## config.mk

```make
export PLATFORM = sky130hd
export DESIGN_NAME = switch_matrix_router
export DESIGN_NICKNAME = d
export VERILOG_FILES = /design/src/rtl/switch_matrix_pkg.sv /design/src/rtl/switch_matrix_router_debounce.sv /design/src/rtl/switch_matrix_router.sv
export SDC_FILE = /design/constraint.sdc
export NUM_CORES = 1
export LEC_CHECK = 0
export ABC_CLOCK_PERIOD_IN_PS = 3600
export BUFFER_PORTS_ARGS = -buffer_cell sky130_fd_sc_hd__clkbuf_2
export CORE_MARGIN = 4
export CORE_UTILIZATION = 25
export DETAILED_ROUTE_END_ITERATION = 12
export HOLD_SLACK_MARGIN = 0.12
export SLEW_MARGIN = 10
export SYNTH_ARGS = -nofsm -noshare
export SYNTH_HDL_FRONTEND = slang
export SYNTH_SLANG_ARGS = --single-unit
```

## constraint.sdc

```tcl
create_clock -name clk -period 3.6 [get_ports clk]
set_input_delay 0.18 -clock clk [delete_from_list [all_inputs] [get_ports clk]]
set_output_delay 0.18 -clock clk [all_outputs]
set_load 0.1 [all_outputs]
```

## src/rtl/switch_matrix_pkg.sv

```systemverilog
// Shared types and default sizing for the switch-to-matrix router.
// Cell configuration record, configuration FSM states and index-width helper.
package switch_matrix_pkg;

    localparam int PLAYERS_DEF         = 2;
    localparam int SW_WIDTH_DEF        = 8;
    localparam int MATRIX_WIDTH_DEF    = 16;
    localparam int DEBOUNCE_CYCLES_DEF = 4;

    // Stored source field is wide enough for any practical source count.
    localparam int CFG_SRC_MAX_W = 16;

    typedef enum logic {
        CFG_IDLE   = 1'b0,
        CFG_COMMIT = 1'b1
    } cfg_state_t;

    typedef struct packed {
        logic                     enable;
        logic                     invert;
        logic                     toggle;
        logic [CFG_SRC_MAX_W-1:0] src;
    } cell_cfg_t;

    localparam cell_cfg_t CELL_CFG_RESET = '0;

    function automatic int idx_width(input int n);
        return (n > 1) ? $clog2(n) : 1;
    endfunction

endpackage

```

## src/rtl/switch_matrix_router_debounce.sv

```systemverilog
// One switch bit: two-flop synchroniser followed by a consecutive-disagreement debouncer.
// The output only moves after the synchronised value has disagreed for DEBOUNCE_CYCLES cycles.
module switch_debounce #(
    parameter int DEBOUNCE_CYCLES = 4
) (
    input  logic i_clk,
    input  logic i_rst,
    input  logic i_sw,
    output logic o_deb
);

    localparam int CNT_W = (DEBOUNCE_CYCLES > 1) ? $clog2(DEBOUNCE_CYCLES) : 1;
    localparam logic [CNT_W-1:0] CNT_TC = CNT_W'(DEBOUNCE_CYCLES - 1);

    logic             r_sync1;
    logic             r_sync2;
    logic             r_deb;
    logic [CNT_W-1:0] r_cnt;

    always_ff @(posedge i_clk) begin
        if (i_rst) begin
            r_sync1 <= 1'b0;
            r_sync2 <= 1'b0;
            r_deb   <= 1'b0;
            r_cnt   <= '0;
        end else begin
            r_sync1 <= i_sw;
            r_sync2 <= r_sync1;
            if (r_sync2 != r_deb) begin
                if (r_cnt == CNT_TC) begin
                    r_deb <= r_sync2;
                    r_cnt <= '0;
                end else begin
                    r_cnt <= r_cnt + 1'b1;
                end
            end else begin
                r_cnt <= '0;
            end
        end
    end

    assign o_deb = r_deb;

endmodule

```

## src/rtl/switch_matrix_router.sv

```systemverilog
// Routes debounced switch banks onto matrix cells through a per-cell config table.
// Config writes go through a two-state handshake FSM; toggle cells latch on press edges.
//
//   state      | meaning
//   CFG_IDLE   | cfg_ready high, waiting for a configuration write
//   CFG_COMMIT | captured write lands in the cell table, then back to idle
module switch_matrix_router
    import switch_matrix_pkg::*;
#(
    parameter  int PLAYERS         = PLAYERS_DEF,
    parameter  int SW_WIDTH        = SW_WIDTH_DEF,
    parameter  int MATRIX_WIDTH    = MATRIX_WIDTH_DEF,
    parameter  int DEBOUNCE_CYCLES = DEBOUNCE_CYCLES_DEF,
    localparam int NSRC            = PLAYERS * SW_WIDTH,
    localparam int SRC_W           = idx_width(NSRC),
    localparam int ADDR_W          = idx_width(MATRIX_WIDTH)
) (
    input  logic                    clk,
    input  logic                    rst,
    input  logic [NSRC-1:0]         switches,
    input  logic                    cfg_valid,
    output logic                    cfg_ready,
    input  logic [ADDR_W-1:0]       cfg_addr,
    input  logic [SRC_W-1:0]        cfg_src,
    input  logic                    cfg_enable,
    input  logic                    cfg_invert,
    input  logic                    cfg_toggle,
    output logic [MATRIX_WIDTH-1:0] matrix
);

    logic [NSRC-1:0]         w_deb;
    logic [NSRC-1:0]         w_rise;
    logic [NSRC-1:0]         r_deb_q;

    cfg_state_t              r_state;
    cfg_state_t              w_state_nxt;
    logic                    w_accept;
    logic                    w_commit;
    logic [ADDR_W-1:0]       r_cap_addr;
    cell_cfg_t               r_cap_cfg;
    cell_cfg_t               r_tab [MATRIX_WIDTH];

    logic [MATRIX_WIDTH-1:0] w_hit;
    logic [MATRIX_WIDTH-1:0] w_sel_deb;
    logic [MATRIX_WIDTH-1:0] w_sel_rise;
    logic [MATRIX_WIDTH-1:0] w_tstate_nxt;
    logic [MATRIX_WIDTH-1:0] w_matrix_nxt;
    logic [MATRIX_WIDTH-1:0] r_tstate;
    logic [MATRIX_WIDTH-1:0] r_matrix;

    for (genvar g = 0; g < NSRC; g++) begin : g_deb
        switch_debounce #(
            .DEBOUNCE_CYCLES(DEBOUNCE_CYCLES)
        ) u_deb (
            .i_clk(clk),
            .i_rst(rst),
            .i_sw (switches[g]),
            .o_deb(w_deb[g])
        );
    end

    assign w_rise    = w_deb & ~r_deb_q;
    assign cfg_ready = !rst && (r_state == CFG_IDLE);
    assign w_accept  = cfg_valid && cfg_ready;
    assign w_commit  = (r_state == CFG_COMMIT);
    assign matrix    = r_matrix;

    always_comb begin
        w_state_nxt = r_state;
        case (r_state)
            CFG_IDLE:   if (w_accept) w_state_nxt = CFG_COMMIT;
            CFG_COMMIT: w_state_nxt = CFG_IDLE;
            default:    w_state_nxt = CFG_IDLE;
        endcase
    end

    always_ff @(posedge clk) begin
        if (rst) r_state <= CFG_IDLE;
        else     r_state <= w_state_nxt;
    end

    // Out-of-range sources are stored disabled so the cell can never drive.
    always_ff @(posedge clk) begin
        if (rst) begin
            r_cap_addr <= '0;
            r_cap_cfg  <= CELL_CFG_RESET;
        end else if (w_accept) begin
            r_cap_addr       <= cfg_addr;
            r_cap_cfg.enable <= cfg_enable && (int'(cfg_src) < NSRC);
            r_cap_cfg.invert <= cfg_invert;
            r_cap_cfg.toggle <= cfg_toggle;
            r_cap_cfg.src    <= CFG_SRC_MAX_W'(cfg_src);
        end
    end

    always_ff @(posedge clk) begin
        if (rst) begin
            for (int i = 0; i < MATRIX_WIDTH; i++) r_tab[i] <= CELL_CFG_RESET;
        end else begin
            for (int i = 0; i < MATRIX_WIDTH; i++) begin
                if (w_hit[i]) r_tab[i] <= r_cap_cfg;
            end
        end
    end

    // A commit to a cell overrides a toggle edge arriving in the same cycle.
    always_comb begin
        w_sel_deb    = '0;
        w_sel_rise   = '0;
        w_hit        = '0;
        w_tstate_nxt = '0;
        w_matrix_nxt = '0;
        for (int i = 0; i < MATRIX_WIDTH; i++) begin
            for (int j = 0; j < NSRC; j++) begin
                if (int'(r_tab[i].src) == j) begin
                    w_sel_deb[i]  = w_deb[j];
                    w_sel_rise[i] = w_rise[j];
                end
            end
            w_hit[i]        = w_commit && (int'(r_cap_addr) == i);
            w_tstate_nxt[i] = w_hit[i] ? 1'b0 : (r_tstate[i] ^ w_sel_rise[i]);
            if (r_tab[i].enable) begin
                w_matrix_nxt[i] = (r_tab[i].toggle ? w_tstate_nxt[i] : w_sel_deb[i])
                                  ^ r_tab[i].invert;
            end
        end
    end

    always_ff @(posedge clk) begin
        if (rst) begin
            r_deb_q  <= '0;
            r_tstate <= '0;
            r_matrix <= '0;
        end else begin
            r_deb_q  <= w_deb;
            r_tstate <= w_tstate_nxt;
            r_matrix <= w_matrix_nxt;
        end
    end

endmodule

```

[Word-level counts from Yosys, hierarchy flattened]
Memory sizes are Yosys's and may differ from the RTL's.
Cells that the tools add are included.
Word-level totals
  input port bits: 30
  memories kept: 1
  logic and storage cells: 1171
  output and inout port bits: 17
  memory bits (writable): 112
  register bits after elaboration: 140
Memories
  r_tab: depth 16, bits a word 7, rd ports 16, clocked after memory_dff 0, wr ports 16, line switch_matrix_router.sv:41  | cell_cfg_t r_tab [MATRIX_WIDTH];
Operators by class
  muxes and demuxes: 612
  reduce and logical (&&, ||, !) cells: 84
  eq/ne operators: 287
  bitwise operators: 83
  add/sub/neg operators: 16
Operators with widths (count)
  16-bit by 5-bit == test with 1-bit output (second input constant): 128
  16-bit by 4-bit == test with 1-bit output (second input constant): 64
  1-bit 2-to-1 mux: 595
  16-bit by 3-bit == test with 1-bit output (second input constant): 32
  16-bit by 2-bit == test with 1-bit output (second input constant): 16
  16-bit zero test: 16
  7-bit 2-to-1 mux: 16
  3-bit OR reduction: 16
  1-bit NOT: 33
  2-bit by 1-bit adder with 2-bit output (second input constant): 16
  2-bit == test (second input constant): 16
  4-bit == test (second input constant): 8
  2-bit AND reduction: 16
  2-bit OR reduction: 16
  1-bit XOR: 32
  1-bit logical AND: 18
  16-bit AND: 1
  4-bit by 3-bit == test with 1-bit output (second input constant): 4
  1-bit inequality test: 16
  16-bit NOT: 1
  1-bit OR: 16
  4-bit by 2-bit == test with 1-bit output (second input constant): 2
  4-bit by 1-bit == test with 1-bit output (second input constant): 1
  4-bit zero test: 1
  other kinds (2): 2

[Depth between registers and ports, before layout]
Gate-level depths: netlist of run 1.
  depth in word-level cells: 22
  mapped depth: 10
  gate-level depth less buffers: 8

[Cells and area by module]
From an unflattened synthesis of run 1, not the netlist that was laid out.
Second synthesis, totals
  cell total of the unflattened synthesis: 1605
  area, all modules: 15172.1 um^2
Modules (own cells, without submodules)
  switch_matrix_router: instances 1, area each 12469.5 um^2, cells each 1397
  switch_debounce: instances 16, area each 168.9 um^2, cells each 13

[Worst setup path before layout of run 1]
No wires, ideal clock.
  path type: input to register
  start point: in rst
  end point: reg r_cap_addr[0]
  stages: 5
  setup time: 0.130 ns
  arrival: 2.339 ns
  setup slack: 1.131 ns
  buffers on the path: 2
  path through: clkbuf_1 -> nor2_1 -> and2_1 -> clkbuf_1 -> o21ai_0
On the way
  word-level cells in the longest chain between the ends: 3
RTL lines
  start, declared: line switch_matrix_router.sv:19  | input logic rst,
  1-bit zero test: line switch_matrix_router.sv:63  | assign cfg_ready = !rst && (r_state == CFG_IDLE);
  1-bit logical AND: line switch_matrix_router.sv:63
  net cfg_ready: line switch_matrix_router.sv:22  | output logic cfg_ready,
  1-bit logical AND: line switch_matrix_router.sv:64  | assign w_accept = cfg_valid && cfg_ready;
  end signal, assigned: line switch_matrix_router.sv:88  | r_cap_addr <= cfg_addr;
  end, declared: line switch_matrix_router.sv:39  | logic [ADDR_W-1:0] r_cap_addr;
The timed path passes the listed nets, and every way through them passes these cells.
A chain may end at the register's enable or synchronous reset.

==> flow_summary.ini, run 1 <==
[run_status]
status = completed

[sta]
period_share_pct = 85.9
fin_skew_ps = 20.7
setup-tns-final_ps = 0
period_needed_ps = 3090
hold_slack_ps = 235
rsz0062_at_grt = no
drv_slew = 0
relSlewSlack_pct = 26.9
max_freq_mhz = 323
finalSetupViolations = 0
worstMarginPinSlew_ps = 1090
hold_viol = 0

[placed_design]
io_buffer_count = 46
gp_congestion = 0.946
dp.cells = 2414
dpl_cell_area_sq_mm = 0.0164
dp_hpwl_mm = 35.6

[drt]
antenna_left = 0
vias = 13300
drt_iter0_drc = 1304
firstDrtPassIters = 7
route.detailed.wl_per_inst_um = 20.5
vias_per_cell = 5.32
drc = 0
routed_wl_mm = 51.1

[logic_synthesis]
yosysTopAreaCellShare_pct = 21.9
synth_seq_cells = 252
syn_nets = 1733
yosysSeqAreaShare_pct = 40.1
yosys.area.top_type = edfxtp_1
synth_top_flop_cell = dfxtp_1
synth_area_leaders = edfxtp_1, dfxtp_1, mux4_2, mux2i_1, nor2_1
async_reset_ff_share_pct = 0
synth_area_sq_mm = 0.0154
synth_edf_count = 112
synth.most_common_cell = nor2_1
synth_warnings = 0
synthCells = 1687
syn_avg_cell_area_sq_um = 9.11
synth_common_cells = nor2_1, dfxtp_1, clkbuf_1, nand2_1, edfxtp_1
netlist-cell-type-count = 83

[worst_setup_path]
critPathLaunchType = flip-flop
crit_type = reg2reg
cp-startpoint = r_tab[1][22]$_DFFE_PP_
crit_path_end_kind = flip-flop
reg2reg_from = r_tab[1][22]$_DFFE_PP_
crit_arrival_ps = 3570
crit_path_max_fanout = 23
crit_required_ps = 4080

[clock_network]
clk_pin_slew_ps = 60
htree_levels = 1
cts_sinks = 252
clk_path_buf_depth = 3
root_buffer = clkbuf_16
postCtsHoldBufs = 28
insertion_delay_ps = 570
postCtsSetupBuffers = 0
cts_tree = built
cts_resized = 0
cts_buffers = 28

[final_layout]
areaGrowthSynthToFinish_pct = 15.0
drive_gt1_share_pct = 12.3
fin_nets = 1736
fillers = 6267
antennaDiodeCount = 0
fin_area_sq_mm = 0.0177
final_cells = 2494

[grt]
globalRouteTotalUtil_pct = 14.9
gr-total-overflow = 0
grt_pass1_wl_mm = 77.9
grt_pass1_vias = 12800
grt_max_degree = 83
antenna_found_initial = 0

[flow_run]
cap_violations = 0

[power_and_ir_drop]
ir_worst_vdd_mv = 0.325
leakage_nw = 6.21
p_per_area_mw_per_mm2 = 394
total_power_w = 0.00697

[floorplanning]
die_area_sq_mm = 0.0655
initial_core_util_pct = 25.4
ios = 47
rows = 90
die_height_um = 256
core_area_sq_mm = 0.0606
die_x_um = 256

[min_path]
hp-class = in2reg
hp-start = cfg_valid
[cell type report]
class,count,area [sq um],share of cell area [%]
multi-input cells,1217,8370,47.3
flip-flops and latches,252,6170,34.9
well taps,782,978,5.53
repair buffers,128,931,5.27
clock buffers,38,815,4.61
inverters,63,236,1.34
clock inverters,14,184,1.04
[sequential cells by signal, indices dropped and copies added (netlist names)]
name                 flops
r_deb_q                 16
r_cap_cfg                7
r_tab                  112
r_cap_addr               4
g_deb.u_deb.r_sync1     16
matrix                  16
g_deb.u_deb.r_sync2     16
g_deb.u_deb.r_cnt       32
r_tstate                16
r_state                  1
g_deb.u_deb.o_deb       16
[report_power, final]
part           internal (W)  switching, W
Combinational      0.000237      0.000342
Clock               0.00187       0.00122
Sequential          0.00311      0.000194
[worst max-delay path, stage by stage (launching register included)]
cell	delay, ps
edfxtp_1	850
nand4bb_1	220
a21oi_1	90
o2bb2ai_1	180
a221oi_1	90
a2111oi_0	710
xnor2_1	200
a311oi_1	430
mux2i_1	240
[stage by stage]
stage               worst slack, ps  utilization (%)
detailed placement              675             27.1
global placement                732             27.1
CTS                             645             29.2
floorplan                      1130                -
finish                          506             29.2
global route                    391             29.2
[logic make-up (layout without fill, tap and decap cells)]
logic type | Yosys count | count (layout) | synth area share (%)
flops | 252 | 252 | 40.1
compound gates | 362 | 362 | 16.3
fa+ha+maj | 16 | 16 | 1.30
buf+inv | 218 | 243 | 5.42
simple gates | 665 | 665 | 22.4
mux | 137 | 137 | 12.3
xor+xnor | 37 | 37 | 2.11
[worst paths after layout]
| check | endpoint | slack, ps | cells after the start |
|---|---|---|---|
| worst max-delay path | matrix[11]$_SDFF_PP0_ | 510 | 8 |
| worst min-delay path | r_state$_SDFF_PN0_ | 240 | 2 |
| worst max register to register | matrix[11]$_SDFF_PP0_ | 510 | 8 |
| worst min register to register | g_deb[1].u_deb.r_cnt[0]$_SDFF_PP0_ | 420 | 1 |
[layer usage]
layer / vias to the layer above / wire, um / global-route usage [%]
met5: - / 0 / 0
met4: 0 / 1950 / 5.71
met1: 6468 / 21800 / 19.6
li1: 6148 / - / -
met2: 530 / 24000 / 24.9
met3: 112 / 3350 / 2.21
[layout by cell type (no fill, tap or decap), types with 12 or more instances in the layout]
master         instances
mux2i_1               81
nand3_1               40
nor3_1                19
mux4_2                40
xnor2_1               32
nor3b_1               21
nand2b_1              35
a21oi_1               56
clkbuf_16             30
a31oi_1               22
o22ai_1               12
and3_1                14
edfxtp_1             112
dfxtp_1              140
a211oi_1              18
o21ai_0               61
nand2_1              130
or3_1                 22
o211ai_1              19
buf_4                 54
o21ai_1               21
nor2_1               193
and3b_1               13
nor2b_1              107
inv_1                 58
ha_1                  16
a22oi_1               22
mux2_2                13
o221ai_1              15
dlygate4sd3_1         28
nand3b_1              17
clkbuf_2              45
Note: power is estimated with default switching activity, not from simulation.
==> run 2: changes to the inputs <==
- BUFFER_PORTS_ARGS: -buffer_cell sky130_fd_sc_hd__clkbuf_2 -> -buffer_cell sky130_fd_sc_hd__buf_2
==> flow_summary.ini, run 2 (same netlist as run 1, synthesis figures left out) <==
[run_status]
status = completed

[final_layout]
reg_top3 = r_tab (112), g_deb.u_deb.r_cnt (32)
top_register = r_tab
areaGrowthSynthToFinish_pct = 14.6
fin_nets = 1734
antennaDiodeCount = 0
drive_gt1_share_pct = 12.1
fin_area_sq_mm = 0.0176
layout_commonest_cell = nor2_1
largest_reg_flops = 112
final_cells = 2493
final_cell_mix = nor2_1, dfxtp_1, nand2_1

[clock_network]
root_buffer = clkbuf_16
htree_levels = 1
cts_buffers = 29
clk_path_buf_depth = 3
postCtsSetupBuffers = 0
cts_sinks = 252
cts_tree = built
cts_resized = 0
insertion_delay_ps = 580
clk_pin_slew_ps = 60
postCtsHoldBufs = 28

[drt]
routed_wl_mm = 50.0
route.detailed.wl_per_inst_um = 20.0
antenna_left = 0
firstDrtPassIters = 6
top_layer = met4
wl_met3_mm = 3.71
vias_per_cell = 5.31
wl_met2_mm = 22.9
wl_met1_mm = 21.0
drt_iter0_drc = 1358
drc = 0
vias = 13200

[worst_setup_path]
r2r_end = matrix[11]$_SDFF_PP0_
critPathLaunchType = flip-flop
crit_required_ps = 4100
r2r_setup_slack_ps = 560
crit_chain = mux2i_1, o211ai_1, o21ai_1, a2111oi_0, xnor2_1, a311oi_1, mux2i_1
crit_path_end_kind = flip-flop
r2r_cells = 7
max_stage_delay_ps = 870
crit_top_cell = mux2i_1
cp_slowest_cell = edfxtp_1
crit_path_max_fanout = 23
reg2reg_from = r_tab[1][22]$_DFFE_PP_
crit_type = reg2reg
crit_arrival_ps = 3540

[flow_run]
cap_violations = 0

[power_and_ir_drop]
p_per_area_mw_per_mm2 = 384
sequentialPowerShare_pct = 48.8
p_int_w = 0.00499
power.share.clock_pct = 42.7
ir_worst_vdd_mv = 0.303
switching_share_pct = 26.2
pwr-share-comb_pct = 8.5
total_power_w = 0.00676
leakage_nw = 6.18
switchingPower_w = 0.00177

[floorplanning]
die_x_um = 256
initial_core_util_pct = 25.4
die_height_um = 256
rows = 90
core_area_sq_mm = 0.0606
die_area_sq_mm = 0.0655
ios = 47

[min_path]
hp-start = cfg_valid
min_path_cells = 2
holdPathEnd = r_state$_SDFF_PN0_
hp-class = in2reg

[sta]
relSlewSlack_pct = 22.7
hold_viol = 0
period_needed_ps = 3040
period_share_pct = 84.4
finalSetupViolations = 0
hold_slack_ps = 211
rsz0062_at_grt = no
max_freq_mhz = 329
setup-tns-final_ps = 0
fin_skew_ps = 21.3
worstMarginPinSlew_ps = 1150
drv_slew = 0

[placed_design]
dp.cells = 2411
gp_congestion = 0.960
dpl_cell_area_sq_mm = 0.0164
io_buffer_count = 46
dp_hpwl_mm = 34.7

[grt]
globalRouteTotalUtil_pct = 14.6
grt_max_degree = 83
antenna_found_initial = 1
grt_pass1_wl_mm = 76.6
grt_pass1_vias = 12800
gr-total-overflow = 0
## run 2: layer usage
| metal | global-route usage, % | vias up |
|---|---|---|
| met5 | 0 | - |
| met4 | 6.57 | 0 |
| met3 | 2.08 | 137 |
| met2 | 24.0 | 573 |
| met1 | 19.2 | 6382 |
| li1 | - | 6147 |
## run 2: metrics by stage
stage	worst slack [ps]	util [%]
2_1_floorplan	1130	-
3_3_place_gp	727	27.1
3_5_place_dp	694	27.1
4_1_cts	644	29.1
5_1_grt	405	29.1
6_report	560	29.1
## run 2: power by group through the flow
stage | clock network (W) | logic [W] | registers (W)
4_1_cts | 0.00295 | 0.000574 | 0.00329
3_3_place_gp | 0 | 0.000536 | 0.00335
5_1_grt | 0.00306 | 0.000630 | 0.00332
2_1_floorplan | 0 | 0.000469 | 0.00327
6_report | 0.00288 | 0.000573 | 0.00330
3_5_place_dp | 0 | 0.000547 | 0.00335
## run 2: worst max path at each step
stage	from	to	cells after the start
6_report	r_tab[1][22]$_DFFE_PP_	matrix[11]$_SDFF_PP0_	7
5_1_grt	r_tab[1][22]$_DFFE_PP_	matrix[11]$_SDFF_PP0_	7
4_1_cts	r_tab[0][43]$_SDFFCE_PN0P_	matrix[6]$_SDFF_PP0_	8
3_5_place_dp	r_tab[0][43]$_SDFFCE_PN0P_	matrix[6]$_SDFF_PP0_	8
3_3_place_gp	r_tab[0][49]$_SDFFCE_PN0P_	matrix[7]$_SDFF_PP0_	7
2_1_floorplan	rst	r_cap_addr[0]$_SDFFE_PP0P_	5
## run 2: cell type report
class                           instances  area [sq um]
Fill cell                            6315         43000
Multi-Input combinational cell       1217          8370
Sequential cell                       252          6170
Tap cell                              782           978
Timing Repair Buffer                  125           921
Clock buffer                           36           792
Inverter                               63           236
Clock inverter                         18           146
## run 2: critical path, delay by kind of cell, from the launching register on
family         cells  cell delay (ps)
XOR/XNOR           1              170
AO/OA/AOI/OAI      4             1510
multiplexers       2              410
flip-flops         1              870
==> run 3: changes to the inputs <==
- ABC_AREA: unset -> 1
- ABC_CLOCK_PERIOD_IN_PS: 3600 -> 3000
- clock period: 3.6 -> 3 ns (I/O delays scaled with it)
==> flow_summary.ini, run 3 <==
[final_layout]
fin_nets = 2484
antennaDiodeCount = 0
reg_top3 = r_tab (112), g_deb.u_deb.r_cnt (32)
final_cells = 3234
final_util_pct = 29.8
fin_area_sq_mm = 0.0177
layout_commonest_cell = nand2_1
top_register = r_tab
drive_gt1_share_pct = 6.79
largest_reg_flops = 112
final_cell_mix = nand2_1, nor2_1, inv_1
areaGrowthSynthToFinish_pct = 17.5

[sta]
period_share_pct = 85.3
worstMarginPinSlew_ps = 889
max_freq_mhz = 391
setup-tns-final_ps = 0
period_needed_ps = 2560
hold_viol = 0
fin_skew_ps = 9.50
relSlewSlack_pct = 40.7
rsz0062_at_grt = no
drv_slew = 0
finalSetupViolations = 0

[drt]
routed_wl_mm = 52.9
drc = 0
vias = 15200
vias_per_cell = 4.71
firstDrtPassIters = 6
route.detailed.wl_per_inst_um = 16.4
drt_iter0_drc = 1553
antenna_left = 0

[floorplanning]
initial_core_util_pct = 25.4
die_area_sq_mm = 0.0642
die_height_um = 253
die_x_um = 253
ios = 47
rows = 89
core_area_sq_mm = 0.0594

[power_and_ir_drop]
p_per_area_mw_per_mm2 = 464
leakage_nw = 7.30
sequentialPowerShare_pct = 46.5
ir_worst_vdd_mv = 0.462
pwr-share-comb_pct = 10.0
power.share.clock_pct = 43.5
switching_share_pct = 26.0
p_int_w = 0.00607
switchingPower_w = 0.00213

[worst_setup_path]
crit_chain = inv_1, nand2_1, clkinv_1, nand2_1, nand4_1, nor2_1, nand4_1, o21ai_0, nand2_1, nand2_1, nand2_1, nand2_1, nand3_1, nand2_1, nand2_1, nand3_1, nand2_1, a21oi_1, nor2_1
cp_top_family = simple AND/OR/NAND/NOR gates
r2r_setup_slack_ps = 440
crit_path_end_kind = flip-flop
crit_required_ps = 3460
max_stage_delay_ps = 510
crit_arrival_ps = 3020
critPathLaunchType = flip-flop
r2r_end = matrix[3]$_SDFF_PP0_
r2r_cells = 19
reg2reg_from = r_deb_q[3]$_SDFF_PP0_
cp_slowest_cell = clkinv_1
crit_type = reg2reg
timing.critical_path.buf_inv = 2
crit_top_cell = nand2_1
crit_path_max_fanout = 10

[grt]
grt_pass1_wl_mm = 80.8
antenna_found_initial = 0
gr-total-overflow = 0
grt_max_degree = 48
grt_pass1_vias = 13900
globalRouteTotalUtil_pct = 16.2

[logic_synthesis]
yosysTopAreaCellShare_pct = 22.3
synth_warnings = 0
synth_area_leaders = edfxtp_1, dfxtp_1, nand2_1, nor2_1, inv_1
synth_seq_cells = 252
synth.most_common_cell = nand2_1
synth_common_cells = nand2_1, nor2_1, inv_1
syn_avg_cell_area_sq_um = 6.45
yosys.area.top_type = edfxtp_1
yosysSeqAreaShare_pct = 40.9
synth_top_flop_cell = dfxtp_1
synthCells = 2333
async_reset_ff_share_pct = 0
netlist-cell-type-count = 39
syn_nets = 2379
synth_area_sq_mm = 0.0151
synth_edf_count = 112

[clock_network]
clk_pin_slew_ps = 70
htree_levels = 1
clk_path_buf_depth = 3
cts_sinks = 252
postCtsSetupBuffers = 0
cts_tree = built
insertion_delay_ps = 570
cts_buffers = 30
root_buffer = clkbuf_16

[min_path]
hp-class = in2reg
min_path_cells = 4
hp-start = cfg_src[3]
holdPathEnd = r_cap_cfg[3]$_SDFFE_PP0P_

[placed_design]
dp.cells = 3147
dp_hpwl_mm = 36.6
gp_congestion = 0.980
io_buffer_count = 46
dpl_cell_area_sq_mm = 0.0164

[run_status]
status = completed

[flow_run]
cap_violations = 0
-- run 3: power groups by stage --
stage | clock [W] | sequential, W | combinational (W)
after detailed placement | 0 | 0.00389 | 0.000781
after CTS | 0.00366 | 0.00382 | 0.000817
after floorplan | 0 | 0.00393 | 0.000517
final | 0.00357 | 0.00382 | 0.000819
after global routing | 0.00379 | 0.00383 | 0.000931
after global placement | 0 | 0.00389 | 0.000779
-- run 3: worst max-delay path by stage --
stage / start / endpoint / slack, ps / cells past startpoint
detailed placement: r_deb_q[3]$_SDFF_PP0_ / matrix[3]$_SDFF_PP0_ / 500 / 19
finish: r_deb_q[3]$_SDFF_PP0_ / matrix[3]$_SDFF_PP0_ / 440 / 19
global route: r_deb_q[3]$_SDFF_PP0_ / matrix[3]$_SDFF_PP0_ / 110 / 19
global placement: r_deb_q[3]$_SDFF_PP0_ / matrix[3]$_SDFF_PP0_ / 510 / 19
CTS: r_deb_q[3]$_SDFF_PP0_ / matrix[3]$_SDFF_PP0_ / 470 / 19
floorplan: rst / cfg_ready / 620 / 5
-- run 3: worst reg2reg max path: stages (launching register included) --
cell	delay, ps
dfxtp_1	310
inv_1	30
nand2_1	250
clkinv_1	510
nand2_1	200
nand4_1	90
nor2_1	100
nand4_1	80
o21ai_0	100
nand2_1	70
nand2_1	60
nand2_1	50
nand2_1	60
nand3_1	80
nand2_1	70
nand2_1	50
nand3_1	70
nand2_1	80
a21oi_1	140
nor2_1	60
-- run 3: area by class of cell --
cell class	instances	area [sq um]
Multi-Input combinational cell	1643	7220
Clock inverter	13	92.6
Fill cell	6493	41700
Clock buffer	42	877
Sequential cell	252	6170
Timing Repair Buffer	130	943
Tap cell	773	967
Inverter	381	1430
-- run 3: per-layer routing --
layer  routed length (um)  global-route usage [%]  vias to the layer above
met5                  134                    1.50                        -
met4                 2290                    5.64                        2
met3                 4900                    2.68                      127
met2                22700                    26.0                      662
met1                22900                    22.1                     6848
li1                     -                       -                     7603
-- run 3: cells by family after synthesis --
| logic type | count (synthesis) | synth area share (%) |
|---|---|---|
| AND/OR/NAND/NOR | 1349 | 36.3 |
| AO/OA/AOI/OAI | 278 | 10.3 |
| adder cells (fa/ha/maj) | 16 | 1.33 |
| flip-flops | 252 | 40.9 |
| buffers and inverters | 438 | 11.1 |
-- run 3: what timing repair did --
| action | CTS | global route |
|---|---|---|
| resized for setup | 0 | 0 |
| hold buffers | 32 | 0 |
| endpoints found under the hold margin | 37 | 0 |
-- run 3: metrics by stage --
stage	power [W]	hold slack (ps)	worst slack (ps)
5_1_grt	0.00855	319	113
6_report	0.00820	312	440
3_3_place_gp	0.00466	349	512
4_1_cts	0.00829	286	471
3_5_place_dp	0.00467	356	495
2_1_floorplan	0.00444	257	623
